--- src/rtl/fighter_pkg.sv ---
// ============================================================================
// Module : fighter_pkg
// Brief  : Shared action-state encoding, facing constants and widths.
// Rev    : 1.0  initial release
// ============================================================================
`default_nettype none

package fighter_pkg;

  typedef enum logic [2:0] {
    ST_IDLE    = 3'd0,
    ST_WALK    = 3'd1,
    ST_DEFEND  = 3'd2,
    ST_WINDUP  = 3'd3,
    ST_ACTIVE  = 3'd4,
    ST_RECOVER = 3'd5
  } action_state_t;

  localparam logic FACE_LEFT  = 1'b0;
  localparam logic FACE_RIGHT = 1'b1;

  localparam int POS_W = 10;
  localparam int TMR_W = 8;

endpackage

`default_nettype wire

--- src/rtl/character_action_fsm_if.sv ---
// ============================================================================
// Module : character_action_fsm_if
// Brief  : Key flags and frame strobe in; position, facing and phase out.
// Rev    : 1.0  initial release
// ============================================================================
`default_nettype none

interface character_action_fsm_if;
  import fighter_pkg::*;

  logic                 frame_tick;
  logic                 move_l;
  logic                 move_r;
  logic                 attack;
  logic                 defense;
  logic [POS_W-1:0]     pos_x;
  logic                 facing;
  action_state_t        state;
  logic                 hit_active;
  logic [2:0]           anim_frame;

  modport master (
    output frame_tick, move_l, move_r, attack, defense,
    input  pos_x, facing, state, hit_active, anim_frame
  );

  modport slave (
    input  frame_tick, move_l, move_r, attack, defense,
    output pos_x, facing, state, hit_active, anim_frame
  );

endinterface

`default_nettype wire

--- src/rtl/phase_timer.sv ---
// ============================================================================
// Module : phase_timer
// Brief  : Loadable per-frame down-counter; done_o flags a count of zero.
// Rev    : 1.0  initial release
// ============================================================================
`default_nettype none

module phase_timer
  import fighter_pkg::*;
#(
  parameter int W = TMR_W
) (
  input  logic         clk_i,
  input  logic         rst_i,
  input  logic         tick_i,
  input  logic         load_i,
  input  logic [W-1:0] load_val_i,
  output logic         done_o
);

  logic [W-1:0] cnt_q;
  logic [W-1:0] cnt_d;

  always_comb begin
    cnt_d = cnt_q;
    if (load_i) begin
      cnt_d = load_val_i;
    end else if (cnt_q != '0) begin
      cnt_d = cnt_q - 1'b1;
    end
  end

  always_ff @(posedge clk_i) begin
    if (rst_i) begin
      cnt_q <= '0;
    end else if (tick_i) begin
      cnt_q <= cnt_d;
    end
  end

  assign done_o = (cnt_q == '0);

endmodule

`default_nettype wire

--- src/rtl/character_action_fsm.sv ---
// ============================================================================
// Module : character_action_fsm
// Brief  : Per-character walk/defend/attack controller, advanced once per frame.
// Rev    : 1.0  initial release
// ============================================================================
`default_nettype none

module character_action_fsm
  import fighter_pkg::*;
#(
  parameter int X_MIN     = 0,
  parameter int X_MAX     = 560,
  parameter int X_INIT    = 80,
  parameter int FACE_INIT = 1,
  parameter int STEP      = 2,
  parameter int T_WINDUP  = 4,
  parameter int T_ACTIVE  = 3,
  parameter int T_RECOVER = 6
) (
  input  logic                   Clk,
  input  logic                   Reset,
  character_action_fsm_if.slave  bus_if
);

  localparam int c_ext_w = POS_W + 1;
  localparam logic [TMR_W-1:0] c_ld_windup  = TMR_W'(T_WINDUP - 1);
  localparam logic [TMR_W-1:0] c_ld_active  = TMR_W'(T_ACTIVE - 1);
  localparam logic [TMR_W-1:0] c_ld_recover = TMR_W'(T_RECOVER - 1);
  localparam logic signed [c_ext_w-1:0] c_step = c_ext_w'(STEP);
  localparam logic signed [c_ext_w-1:0] c_xmin = c_ext_w'(X_MIN);
  localparam logic signed [c_ext_w-1:0] c_xmax = c_ext_w'(X_MAX);

  action_state_t      state_q, state_d;
  logic [POS_W-1:0]   pos_q, pos_d;
  logic               facing_q, facing_d;
  logic               hit_q;
  logic [2:0]         anim_q;
  logic               atk_prev_q;

  logic               w_atk_edge;
  logic               w_tmr_load;
  logic [TMR_W-1:0]   w_tmr_val;
  logic               w_tmr_done;
  logic signed [c_ext_w-1:0] w_pos_ext;
  logic signed [c_ext_w-1:0] w_pos_mov;
  logic [POS_W-1:0]   w_pos_sat;

  phase_timer #(.W(TMR_W)) u_phase_timer (
    .clk_i      (Clk),
    .rst_i      (Reset),
    .tick_i     (bus_if.frame_tick),
    .load_i     (w_tmr_load),
    .load_val_i (w_tmr_val),
    .done_o     (w_tmr_done)
  );

  assign w_atk_edge = bus_if.attack & ~atk_prev_q;

  // Signed one-bit-wider step so a move past either edge clamps instead of wrapping
  always_comb begin
    w_pos_ext = signed'({1'b0, pos_q});
    w_pos_mov = bus_if.move_r ? (w_pos_ext + c_step) : (w_pos_ext - c_step);
    if (w_pos_mov > c_xmax) begin
      w_pos_sat = POS_W'(X_MAX);
    end else if (w_pos_mov < c_xmin) begin
      w_pos_sat = POS_W'(X_MIN);
    end else begin
      w_pos_sat = w_pos_mov[POS_W-1:0];
    end
  end

  always_comb begin
    state_d    = state_q;
    pos_d      = pos_q;
    facing_d   = facing_q;
    w_tmr_load = 1'b0;
    w_tmr_val  = '0;
    unique case (state_q)
      ST_IDLE, ST_WALK, ST_DEFEND: begin
        if (w_atk_edge) begin
          state_d    = ST_WINDUP;
          w_tmr_load = 1'b1;
          w_tmr_val  = c_ld_windup;
        end else if (bus_if.defense) begin
          state_d = ST_DEFEND;
        end else if (bus_if.move_l ^ bus_if.move_r) begin
          state_d  = ST_WALK;
          pos_d    = w_pos_sat;
          facing_d = bus_if.move_r ? FACE_RIGHT : FACE_LEFT;
        end else begin
          state_d = ST_IDLE;
        end
      end
      ST_WINDUP: begin
        if (w_tmr_done) begin
          state_d    = ST_ACTIVE;
          w_tmr_load = 1'b1;
          w_tmr_val  = c_ld_active;
        end
      end
      ST_ACTIVE: begin
        if (w_tmr_done) begin
          state_d    = ST_RECOVER;
          w_tmr_load = 1'b1;
          w_tmr_val  = c_ld_recover;
        end
      end
      ST_RECOVER: begin
        if (w_tmr_done) begin
          state_d = ST_IDLE;
        end
      end
      default: state_d = ST_IDLE;
    endcase
  end

  // attack_prev resets high so a key held through reset cannot fire
  always_ff @(posedge Clk) begin
    if (Reset) begin
      state_q    <= ST_IDLE;
      pos_q      <= POS_W'(X_INIT);
      facing_q   <= FACE_INIT[0];
      hit_q      <= 1'b0;
      anim_q     <= 3'd0;
      atk_prev_q <= 1'b1;
    end else if (bus_if.frame_tick) begin
      state_q    <= state_d;
      pos_q      <= pos_d;
      facing_q   <= facing_d;
      hit_q      <= (state_d == ST_ACTIVE);
      anim_q     <= (state_d != state_q) ? 3'd0 : anim_q + 3'd1;
      atk_prev_q <= bus_if.attack;
    end
  end

  assign bus_if.pos_x      = pos_q;
  assign bus_if.facing     = facing_q;
  assign bus_if.state      = state_q;
  assign bus_if.hit_active = hit_q;
  assign bus_if.anim_frame = anim_q;

endmodule

`default_nettype wire
--- src/flat_wrapper.sv ---
// flat-port wrapper written by rule: the top's interface ports become plain ports
module character_action_fsm_flat import fighter_pkg::*;
#(
  parameter int X_MIN     = 0,
  parameter int X_MAX     = 560,
  parameter int X_INIT    = 80,
  parameter int FACE_INIT = 1,
  parameter int STEP      = 2,
  parameter int T_WINDUP  = 4,
  parameter int T_ACTIVE  = 3,
  parameter int T_RECOVER = 6
)
  (Clk, Reset, bus_if_frame_tick, bus_if_move_l, bus_if_move_r, bus_if_attack, bus_if_defense, bus_if_pos_x, bus_if_facing, bus_if_state, bus_if_hit_active, bus_if_anim_frame);
  character_action_fsm_if bus_if_i ();
  input  logic Clk;
  input  logic Reset;
  input wire logic [$bits(bus_if_i.frame_tick)-1:0] bus_if_frame_tick;
  input wire logic [$bits(bus_if_i.move_l)-1:0] bus_if_move_l;
  input wire logic [$bits(bus_if_i.move_r)-1:0] bus_if_move_r;
  input wire logic [$bits(bus_if_i.attack)-1:0] bus_if_attack;
  input wire logic [$bits(bus_if_i.defense)-1:0] bus_if_defense;
  output wire logic [$bits(bus_if_i.pos_x)-1:0] bus_if_pos_x;
  output wire logic [$bits(bus_if_i.facing)-1:0] bus_if_facing;
  output wire logic [$bits(bus_if_i.state)-1:0] bus_if_state;
  output wire logic [$bits(bus_if_i.hit_active)-1:0] bus_if_hit_active;
  output wire logic [$bits(bus_if_i.anim_frame)-1:0] bus_if_anim_frame;
  assign bus_if_i.frame_tick = bus_if_frame_tick;
  assign bus_if_i.move_l = bus_if_move_l;
  assign bus_if_i.move_r = bus_if_move_r;
  assign bus_if_i.attack = bus_if_attack;
  assign bus_if_i.defense = bus_if_defense;
  assign bus_if_pos_x = bus_if_i.pos_x;
  assign bus_if_facing = bus_if_i.facing;
  assign bus_if_state = bus_if_i.state;
  assign bus_if_hit_active = bus_if_i.hit_active;
  assign bus_if_anim_frame = bus_if_i.anim_frame;
  character_action_fsm #(.X_MIN(X_MIN), .X_MAX(X_MAX), .X_INIT(X_INIT), .FACE_INIT(FACE_INIT), .STEP(STEP), .T_WINDUP(T_WINDUP), .T_ACTIVE(T_ACTIVE), .T_RECOVER(T_RECOVER)) u_core (.Clk(Clk), .Reset(Reset), .bus_if(bus_if_i));
endmodule
--- config.mk ---
export PLATFORM = sky130hd
export DESIGN_NAME = character_action_fsm_flat
export DESIGN_NICKNAME = d
export VERILOG_FILES = /design/src/rtl/fighter_pkg.sv /design/src/rtl/character_action_fsm_if.sv /design/src/rtl/phase_timer.sv /design/src/rtl/character_action_fsm.sv /design/src/flat_wrapper.sv
export SDC_FILE = /design/constraint.sdc
export NUM_CORES = 1
export LEC_CHECK = 0
export ABC_AREA = 1
export CORE_MARGIN = 5
export CORE_UTILIZATION = 55
export CTS_BUF_LIST = sky130_fd_sc_hd__clkbuf_8 sky130_fd_sc_hd__clkbuf_16
export DETAILED_ROUTE_END_ITERATION = 10
export DONT_BUFFER_PORTS = 1
export PLACE_DENSITY_LB_ADDON = 0.15
export SLEW_MARGIN = 20
export SYNTH_ARGS = -nofsm -noshare
export SYNTH_HDL_FRONTEND = slang
export SYNTH_SLANG_ARGS = --single-unit
--- constraint.sdc ---
create_clock -name Clk -period 5.7 [get_ports Clk]
set_input_delay 0.855 -clock Clk [delete_from_list [all_inputs] [get_ports Clk]]
set_output_delay 0.855 -clock Clk [all_outputs]
set_load 0.005 [all_outputs]
# Word-level counts from Yosys, hierarchy flattened
# Cells that the tools add are included.
[word_totals] reg_bits=27 inputBits=7 elab_cells=54
[op_classes] addsub=4 n_lt_le_gt_ge=2 n_eq_ne=7 n_mux=21 bitwise_logic=5 reduce_logical=8
[ops] op="8-bit case mux with 3 select lines" count=1
[ops] op="3-bit two-way mux" count=7
[ops] op="10-bit two-way mux" count=2
[ops] op="8-bit two-way mux" count=2
[ops] op="3-bit case mux with 4 select lines" count=1
[ops] op="10-bit by 2-bit adder with 11-bit output (second input constant)" count=1
[ops] op="11-bit > comparator (second input constant)" count=1
[ops] op="11-bit by 1-bit less-than comparator with 1-bit output (second input constant)" count=1
[ops] op="11-bit two-way mux" count=1
[ops] op="10-bit by 2-bit subtractor with 11-bit output (second input constant)" count=1
[ops] op="3-bit equality test (second input constant)" count=3
[ops] op="8-bit zero test" count=1
[ops] op="8-bit nonzero test" count=1
[ops] op="8-bit by 1-bit subtractor with 8-bit output (second input constant)" count=1
[ops] op="3-bit by 2-bit equality test with 1-bit output (second input constant)" count=2
[ops] op="5-bit AND reduction" count=1
[ops] op="1-bit two-way mux" count=4
[ops] op="2-bit two-way mux" count=2
[ops] op="3-bit by 1-bit adder with 3-bit output (second input constant)" count=1
[ops] op="3-bit by 1-bit equality test with 1-bit output (second input constant)" count=1
[ops] op="3-bit zero test" count=1
[ops] op="3-bit != test" count=1
[ops] op="1-bit inverter" count=3
[ops] op="3-bit OR reduction" count=1
[ops] op="other kinds (6)" count=6

# Logic depth before layout (Yosys ltp)
# Gate-level depths: netlist of run 1.
[depth] word_depth=7 ltp_mapped=14

# By module
# Synthesis of run 1 repeated with hierarchy kept, for this count alone.
[unflattened] cells_unflattened=341 hier_area_um2=2054.5
[modules_own_cells] module="character_action_fsm" n_inst=1 cells_per_inst=238 area_per_inst_um2=1422.6 seq_area_each_um2=360.3
[modules_own_cells] module="phase_timer" n_inst=1 cells_per_inst=103 area_per_inst_um2=631.9 seq_area_each_um2=160.2

# Worst setup path after synthesis of run 1
# OpenSTA, ideal clock, no wires.
[synth_timing] path_kind="in2reg" start="input bus_if_move_r" end="register u_core.pos_q[7], in the netlist u_core.bus_if.pos_x[7]" setup_ns=0.131 arrival_ns=2.235 required_time_ns=5.569 setup_slack_ns=3.334 cell_stages=14 n_path_buf=0 path_cell_list="inv_1 ha_1 nand2_1 inv_1 nand2_1 nand2_1 nand2_1 nand3_1 nand2_1 nand2_2 nor2_4 nand2_4 nand2_1 a21oi_1"
[synth_between] elab_chain_cells=4 elab_cells_between_ends=7 cone_classes="order compare: 2; mux: 3; bitwise: 1; reduce/logical: 1"
[synth_rtl] item="start: declaration" line="flat_wrapper.sv:19" source="input wire logic [$bits(bus_if_i.move_r)-1:0] bus_if_move_r;"
[synth_rtl] item="11-bit two-way mux" line="character_action_fsm.sv:62" source="w_pos_mov = bus_if.move_r ? (w_pos_ext + c_step) : (w_pos_ext - c_step);"
[synth_rtl] item="11-bit by 1-bit less-than comparator with 1-bit output" line="character_action_fsm.sv:65" source="end else if (w_pos_mov < c_xmin) begin"
[synth_rtl] item="10-bit two-way mux" line="character_action_fsm.sv:65"
[synth_rtl] item="10-bit two-way mux" line="character_action_fsm.sv:63" source="if (w_pos_mov > c_xmax) begin"
[synth_rtl] item="end signal: assignment" line="character_action_fsm.sv:121" source="pos_q <= POS_W'(X_INIT);"
[synth_rtl] item="end signal: assignment" line="character_action_fsm.sv:128" source="pos_q <= pos_d;"
[synth_rtl] item="end: declaration" line="character_action_fsm.sv:34" source="logic [POS_W-1:0] pos_q, pos_d;"
# Several ways; a longest one is shown, not always the timed one.
# A chain may end at the register's enable or synchronous reset.

# Worst setup path after layout of run 1
# Same ends and word-level chain as after synthesis.

==> results.sh, run 1 <==
export IMPL_setup_tns_ns=0
export IMPL_clockBufferDepth=2
export IMPL_power_mw=0.655
export IMPL_final_nets=313
export IMPL_row_count=21
export IMPL_fin_skew_ns=0.00908
export IMPL_hold_end="u_core.bus_if.hit_active"
export IMPL_holdWs_ns=0.487
export IMPL_timing_critical_path_max_delay_family="simple AND/OR/NAND/NOR gates"
export IMPL_dp_hpwl_um=3160
export IMPL_nFillCells=356
export IMPL_dp_cells=335
export IMPL_synthAdderAreaFrac_pct=8.23
export IMPL_synth_top_cells_by_area="dfxtp_1 (27%), nand2_1 (16%), inv_1 (7.6%)"
export IMPL_path_depth=12
export IMPL_synth_warnings=0
export IMPL_ant_nets=0
export IMPL_r2r_cells=13
export IMPL_h_tree_depth=1
export IMPL_final_cells=339
export IMPL_crit_buf_inv=1
export IMPL_finalHoldViolations=0
export IMPL_postSynthCellCount=293
export IMPL_vias=1747
export IMPL_grt_overflow=0
export IMPL_path_clk_slew_ns=0.10
export IMPL_antenna_cells=0
export IMPL_insertion_delay_ns=0.27
export IMPL_post_cts_buffers=0
export IMPL_initial_core_util_pct=57.0
export IMPL_layout_drive_gt1_share_pct=8.53
export IMPL_synth_cell_area_um2=1920
export IMPL_drv_cap=0
export IMPL_ys_flop_type="dfxtp_1"
export IMPL_fin_crit_ns=2.41
export IMPL_post_cts_resized=0
export IMPL_end_kind="flip-flop"
export IMPL_ios=25
export IMPL_drc_errors=0
export IMPL_peakVddDrop_mv=0.236
export IMPL_final_common_cell="nand2_1"
export IMPL_io_buffers=0
export IMPL_crit_fanout=10
export IMPL_crit_arrival_ns=2.56
export IMPL_drt_iter0_markers=84
export IMPL_routed_wirelength_um=4090
export IMPL_register_area_um2=520
export IMPL_hold_start="u_core.bus_if.hit_active"
export IMPL_syn2layout_area_growth_pct=5.16
export IMPL_drv_slew=0
export IMPL_synth_simple_area_share_pct=37.4
export IMPL_crit_top_cell="nand2_1"
export IMPL_crit_path_start_kind="input pin"
export IMPL_synth_area_per_cell_um2=6.54
export IMPL_worstPathRequired_ns=5.85
export IMPL_routedWlPerCell_um=12.1
export IMPL_crit_type="in -> reg"
export IMPL_hold_path_class="reg -> reg"
export IMPL_cts_root_buf="clkbuf_8"
export IMPL_synth_xor_xnor_area_share_pct=2.74
export IMPL_die_h_um=69.0
export IMPL_r2r_start="u_core.bus_if.pos_x[1]"
export IMPL_setup_viol=0
export IMPL_die_area_um2=4760
export IMPL_grt_usage_pct=17.3
export IMPL_syn_num_nets=312
export IMPL_cts_hold_buf=0
export IMPL_synth_compound_area_share_pct=13.5
export IMPL_synth_edff_count=0
export IMPL_critPathSlowestCell="ha_1"
export IMPL_placed_cell_area_um2=1940
export IMPL_multiInputGateArea_um2=1200
export IMPL_slowest_delay_ns=0.35
export IMPL_yosysTopAreaCell="dfxtp_1"
export IMPL_synthArstFlopShare_pct=0
export IMPL_final_min_period_over_clock_period_pct=42.3
export IMPL_yosys_mux_area_fraction_pct=0.523
export IMPL_yosysSeqAreaShare_pct=27.2
export IMPL_place_congestion=0.886
export IMPL_die_w_um=69.0
export IMPL_r2r_end="u_core.bus_if.pos_x[3]"
export IMPL_rsz0062_at_grt="no"
export IMPL_cts_inserted_buffers=3
export IMPL_dr_pass1_iters=4
export IMPL_synth_cell_types=36
export IMPL_cts_tree="built"
export IMPL_hold_path_depth=2
export IMPL_power_density_nw_per_um2=325
export IMPL_leakage_nw=0.995
export IMPL_synth_top_family_by_area="simple AND/OR/NAND/NOR gates"
export IMPL_grt_pass1_wl_um=7110
export IMPL_ys_ff_latch=26
export IMPL_cts_sinks=26
export IMPL_outcome="finished clean"
export IMPL_crit_chain="inv_1, ha_1, nand2_1, nand2_1, a21oi_1, nand3_1, nand2_1, nand2_2, nor2_4, nand2_4, nand2_1, a21oi_1"
export IMPL_regToRegSetupSlack_ns=3.51
export IMPL_grt_pass1_vias=1568
export IMPL_grt_max_degree=16
export IMPL_design_area_um2=2010
export IMPL_fmax_ghz=0.415
export IMPL_antenna_found_initial=0
export IMPL_vias_per_cell=5.15
export IMPL_layout_common_cells="nand2_1 (83), inv_1 (39), nor2_1 (34)"
export IMPL_synth_top_cell_area_share_pct=27.2
export IMPL_core_um2=3360
-- area by class of cell --
class                   instances  share of cell area (%)
clock inverters                 1                    1.49
well taps                      46                    2.86
inverters                      43                    8.26
multi-input cells             220                    59.5
flip-flops and latches         26                    25.8
clock buffers                   3                    2.05
-- worst max path at each step --
stage,startpoint,end,slack (ns)
final,bus_if_move_r,u_core.bus_if.pos_x[7],3.29
after global routing,bus_if_move_r,u_core.bus_if.pos_x[8],3.11
after CTS,bus_if_move_r,u_core.bus_if.pos_x[7],3.31
after detailed placement,bus_if_move_r,u_core.bus_if.pos_x[7],3.02
after global placement,bus_if_move_r,u_core.bus_if.pos_x[8],3.01
after floorplan,bus_if_move_r,u_core.bus_if.pos_x[7],3.33
-- state kept, by name (all words and copies together), names as in the netlist --
signal,cells
u_core.bus_if.state,3
u_core.u_phase_timer.cnt_q,8
u_core.bus_if.anim_frame,3
u_core.bus_if.hit_active,1
u_core.bus_if.pos_x,9
u_core.atk_prev_q,1
u_core.bus_if.facing,1
-- worst register-to-register path: stages, from the launching register on --
cell and delay (ns):
dfxtp_1 0.51, inv_1 0.12, fa_1 0.44, inv_1 0.09, nand3_1 0.09, nand2_1 0.13
nand2_1 0.08, nand2_1 0.07, nand2_1 0.05, nand2_1 0.08, nand3_1 0.14, nand2_4 0.14
nand2_1 0.08, a21oi_2 0.11
-- kinds of logic after synthesis --
kind of cell               count (synthesis)
AOI/OAI and AO/OA                         44
xor gates and xnor gates                   6
adders and majority gates                 12
buffers and inverters                     47
DFF                                       26
muxes                                      1
other                                      1
and+or+nand+nor                          156
-- stage by stage --
step / util [%] / setup WS, ns
after floorplan: - / 3.33
after global placement: 57.8 / 3.01
after detailed placement: 57.8 / 3.02
after CTS: 59.9 / 3.31
after global routing: 59.9 / 3.11
final: 59.9 / 3.29
-- synthesized netlist by cell type, types with 2 or more instances --
library cell,count
nand2_1,83
inv_1,39
nor2_1,34
dfxtp_1,26
nand3_1,17
o21ai_0,16
a21oi_1,15
ha_1,11
a21oi_2,5
nand3b_1,5
nand4_1,4
o211ai_1,4
xor2_1,4
inv_2,3
a31oi_1,2
buf_4,2
nand2_2,2
nor2_4,2
xnor2_1,2
-- power breakdown --
group	internal [mW]	leakage [nW]	switching (mW)
Sequential	0.212	0.213	0.0267
Clock	0.0940	0.0357	0.0598
Combinational	0.0992	0.747	0.163
-- routing by layer --
layer	global-route usage (%)	wire length (um)	up-vias
met5	0	0	-
met4	3.25	20	0
met3	6.25	286	4
met2	26.3	1720	36
met1	23.5	2060	768
li1	-	-	939
Note: power is estimated with default switching activity, not from simulation.
==> run 2: changes to the inputs <==
- clock period: 5.7 -> 2.21 ns (I/O delays scaled with it)
==> results.sh, run 2 (same netlist as run 1, synthesis figures left out) <==
export IMPL_insertion_delay_ns=0.27
export IMPL_grt_pass1_vias=1630
export IMPL_pwr_share_clk_pct=16.8
export IMPL_h_tree_depth=1
export IMPL_setup_viol=0
export IMPL_holdWs_ns=0.111
export IMPL_final_cells=340
export IMPL_critPathSlowestCell="fa_1"
export IMPL_row_count=21
export IMPL_regToRegSetupSlack_ns=0.21
export IMPL_post_cts_buffers=0
export IMPL_initial_core_util_pct=57.0
export IMPL_cts_root_buf="clkbuf_8"
export IMPL_layout_common_cells="nand2_1 (83), inv_1 (39), nor2_1 (34)"
export IMPL_syn2layout_area_growth_pct=4.38
export IMPL_final_common_cell="nand2_1"
export IMPL_vias_per_cell=5.14
export IMPL_switching_share_pct=40.4
export IMPL_finalHoldViolations=0
export IMPL_dp_cells=337
export IMPL_p_comb_share_pct=43.6
export IMPL_clockBufferDepth=2
export IMPL_grt_usage_pct=17.5
export IMPL_grt_max_degree=14
export IMPL_crit_fanout=7
export IMPL_path_clk_slew_ns=0.09
export IMPL_place_congestion=0.887
export IMPL_io_buffers=0
export IMPL_dr_pass1_iters=5
export IMPL_design_area_um2=2000
export IMPL_p_int_mw=0.925
export IMPL_grt_overflow=0
export IMPL_antenna_cells=0
export IMPL_ios=25
export IMPL_cts_hold_buf=0
export IMPL_grt_pass1_wl_um=7160
export IMPL_setup_tns_ns=0
export IMPL_layout_drive_gt1_share_pct=8.84
export IMPL_peakVddDrop_mv=0.480
export IMPL_crit_type="reg -> reg"
export IMPL_cts_sinks=26
export IMPL_routedWlPerCell_um=11.7
export IMPL_crit_arrival_ns=2.20
export IMPL_power_mw=1.55
export IMPL_hold_path_class="in -> reg"
export IMPL_timing_critical_path_max_delay_family="simple AND/OR/NAND/NOR gates"
export IMPL_rsz0062_at_grt="no"
export IMPL_power_frac_seq_pct=39.6
export IMPL_fmax_ghz=0.501
export IMPL_crit_path_start_kind="flip-flop"
export IMPL_end_kind="flip-flop"
export IMPL_die_w_um=69.0
export IMPL_crit_buf_inv=2
export IMPL_worstPathRequired_ns=2.41
export IMPL_final_min_period_over_clock_period_pct=90.4
export IMPL_post_cts_resized=0
export IMPL_placed_cell_area_um2=1960
export IMPL_cts_inserted_buffers=3
export IMPL_die_h_um=69.0
export IMPL_crit_chain="inv_1, fa_1, inv_1, nand3_1, nand2_1, nand2_1, nand2_1, nor2_1, nor2_1, nand3_1, nand2_4, nand2_1, a21oi_1"
export IMPL_vias=1747
export IMPL_slowest_delay_ns=0.45
export IMPL_routed_wirelength_um=3990
export IMPL_nFillCells=350
export IMPL_leakage_nw=0.992
export IMPL_die_area_um2=4760
export IMPL_final_nets=315
export IMPL_fin_skew_ns=0.00488
export IMPL_drv_cap=0
export IMPL_cts_tree="built"
export IMPL_drt_iter0_markers=74
export IMPL_fin_crit_ns=2.00
export IMPL_antenna_found_initial=0
export IMPL_ant_nets=0
export IMPL_drc_errors=0
export IMPL_dp_hpwl_um=3140
export IMPL_crit_top_cell="nand2_1"
export IMPL_switching_power_mw=0.627
export IMPL_drv_slew=0
export IMPL_core_um2=3360
export IMPL_power_density_nw_per_um2=776
export IMPL_outcome="finished clean"
export IMPL_largest_reg_flops=9
==> run 2: routing by layer <==
layer | wire (um) | track usage [%] | part of all wire, %
met1 | 2020 | 23.8 | 51
met2 | 1670 | 27.1 | 42
met3 | 291 | 6.25 | 7.3
met4 | 13 | 2.60 | 0.33
met5 | 0 | 0 | 0
==> run 2: worst reg2reg max path: stages, from the launching register on <==
cell	delay, ns
dfxtp_1	0.35
inv_1	0.07
fa_1	0.45
inv_1	0.10
nand3_1	0.10
nand2_1	0.13
nand2_1	0.06
nand2_1	0.07
nor2_1	0.05
nor2_1	0.09
nand3_1	0.14
nand2_4	0.13
nand2_1	0.07
a21oi_1	0.11
==> run 2: area by class of cell <==
| class | instances | area (um^2) | share of cell area [%] |
|---|---|---|---|
| inverters | 43 | 166 | 8.32 |
| repair buffers | 2 | 15.0 | 0.751 |
| well taps | 46 | 57.6 | 2.88 |
| clock buffers | 3 | 41.3 | 2.07 |
| multi-input cells | 220 | 1200 | 59.9 |
| flip-flops and latches | 26 | 520 | 26.0 |
==> run 2: through the flow <==
| stage | worst slack [ns] | utilization (%) |
|---|---|---|
| floorplan | 0.348 | - |
| global placement | 0.0577 | 58.2 |
| detailed placement | 0.0676 | 58.2 |
| CTS | 0.200 | 59.4 |
| global route | 0.0341 | 59.4 |
| finish | 0.212 | 59.4 |
==> run 2: power groups by stage <==
stage | combinational (mW) | sequential [mW] | clock [mW]
after floorplan | 0.578 | 0.610 | 0
after global placement | 0.664 | 0.626 | 0
after detailed placement | 0.675 | 0.626 | 0
after CTS | 0.680 | 0.615 | 0.269
final | 0.676 | 0.615 | 0.261
after global routing | 0.780 | 0.628 | 0.290
==> run 2: worst paths after layout <==
| kind | start | endpoint | cells after the start |
|---|---|---|---|
| setup reg to reg | u_core.bus_if.pos_x[1] | u_core.bus_if.pos_x[7] | 13 |
| setup / recovery | u_core.bus_if.pos_x[1] | u_core.bus_if.pos_x[7] | 13 |
| hold reg to reg | u_core.bus_if.hit_active | u_core.bus_if.hit_active | 2 |
| hold / removal | Reset | u_core.bus_if.pos_x[2] | 1 |
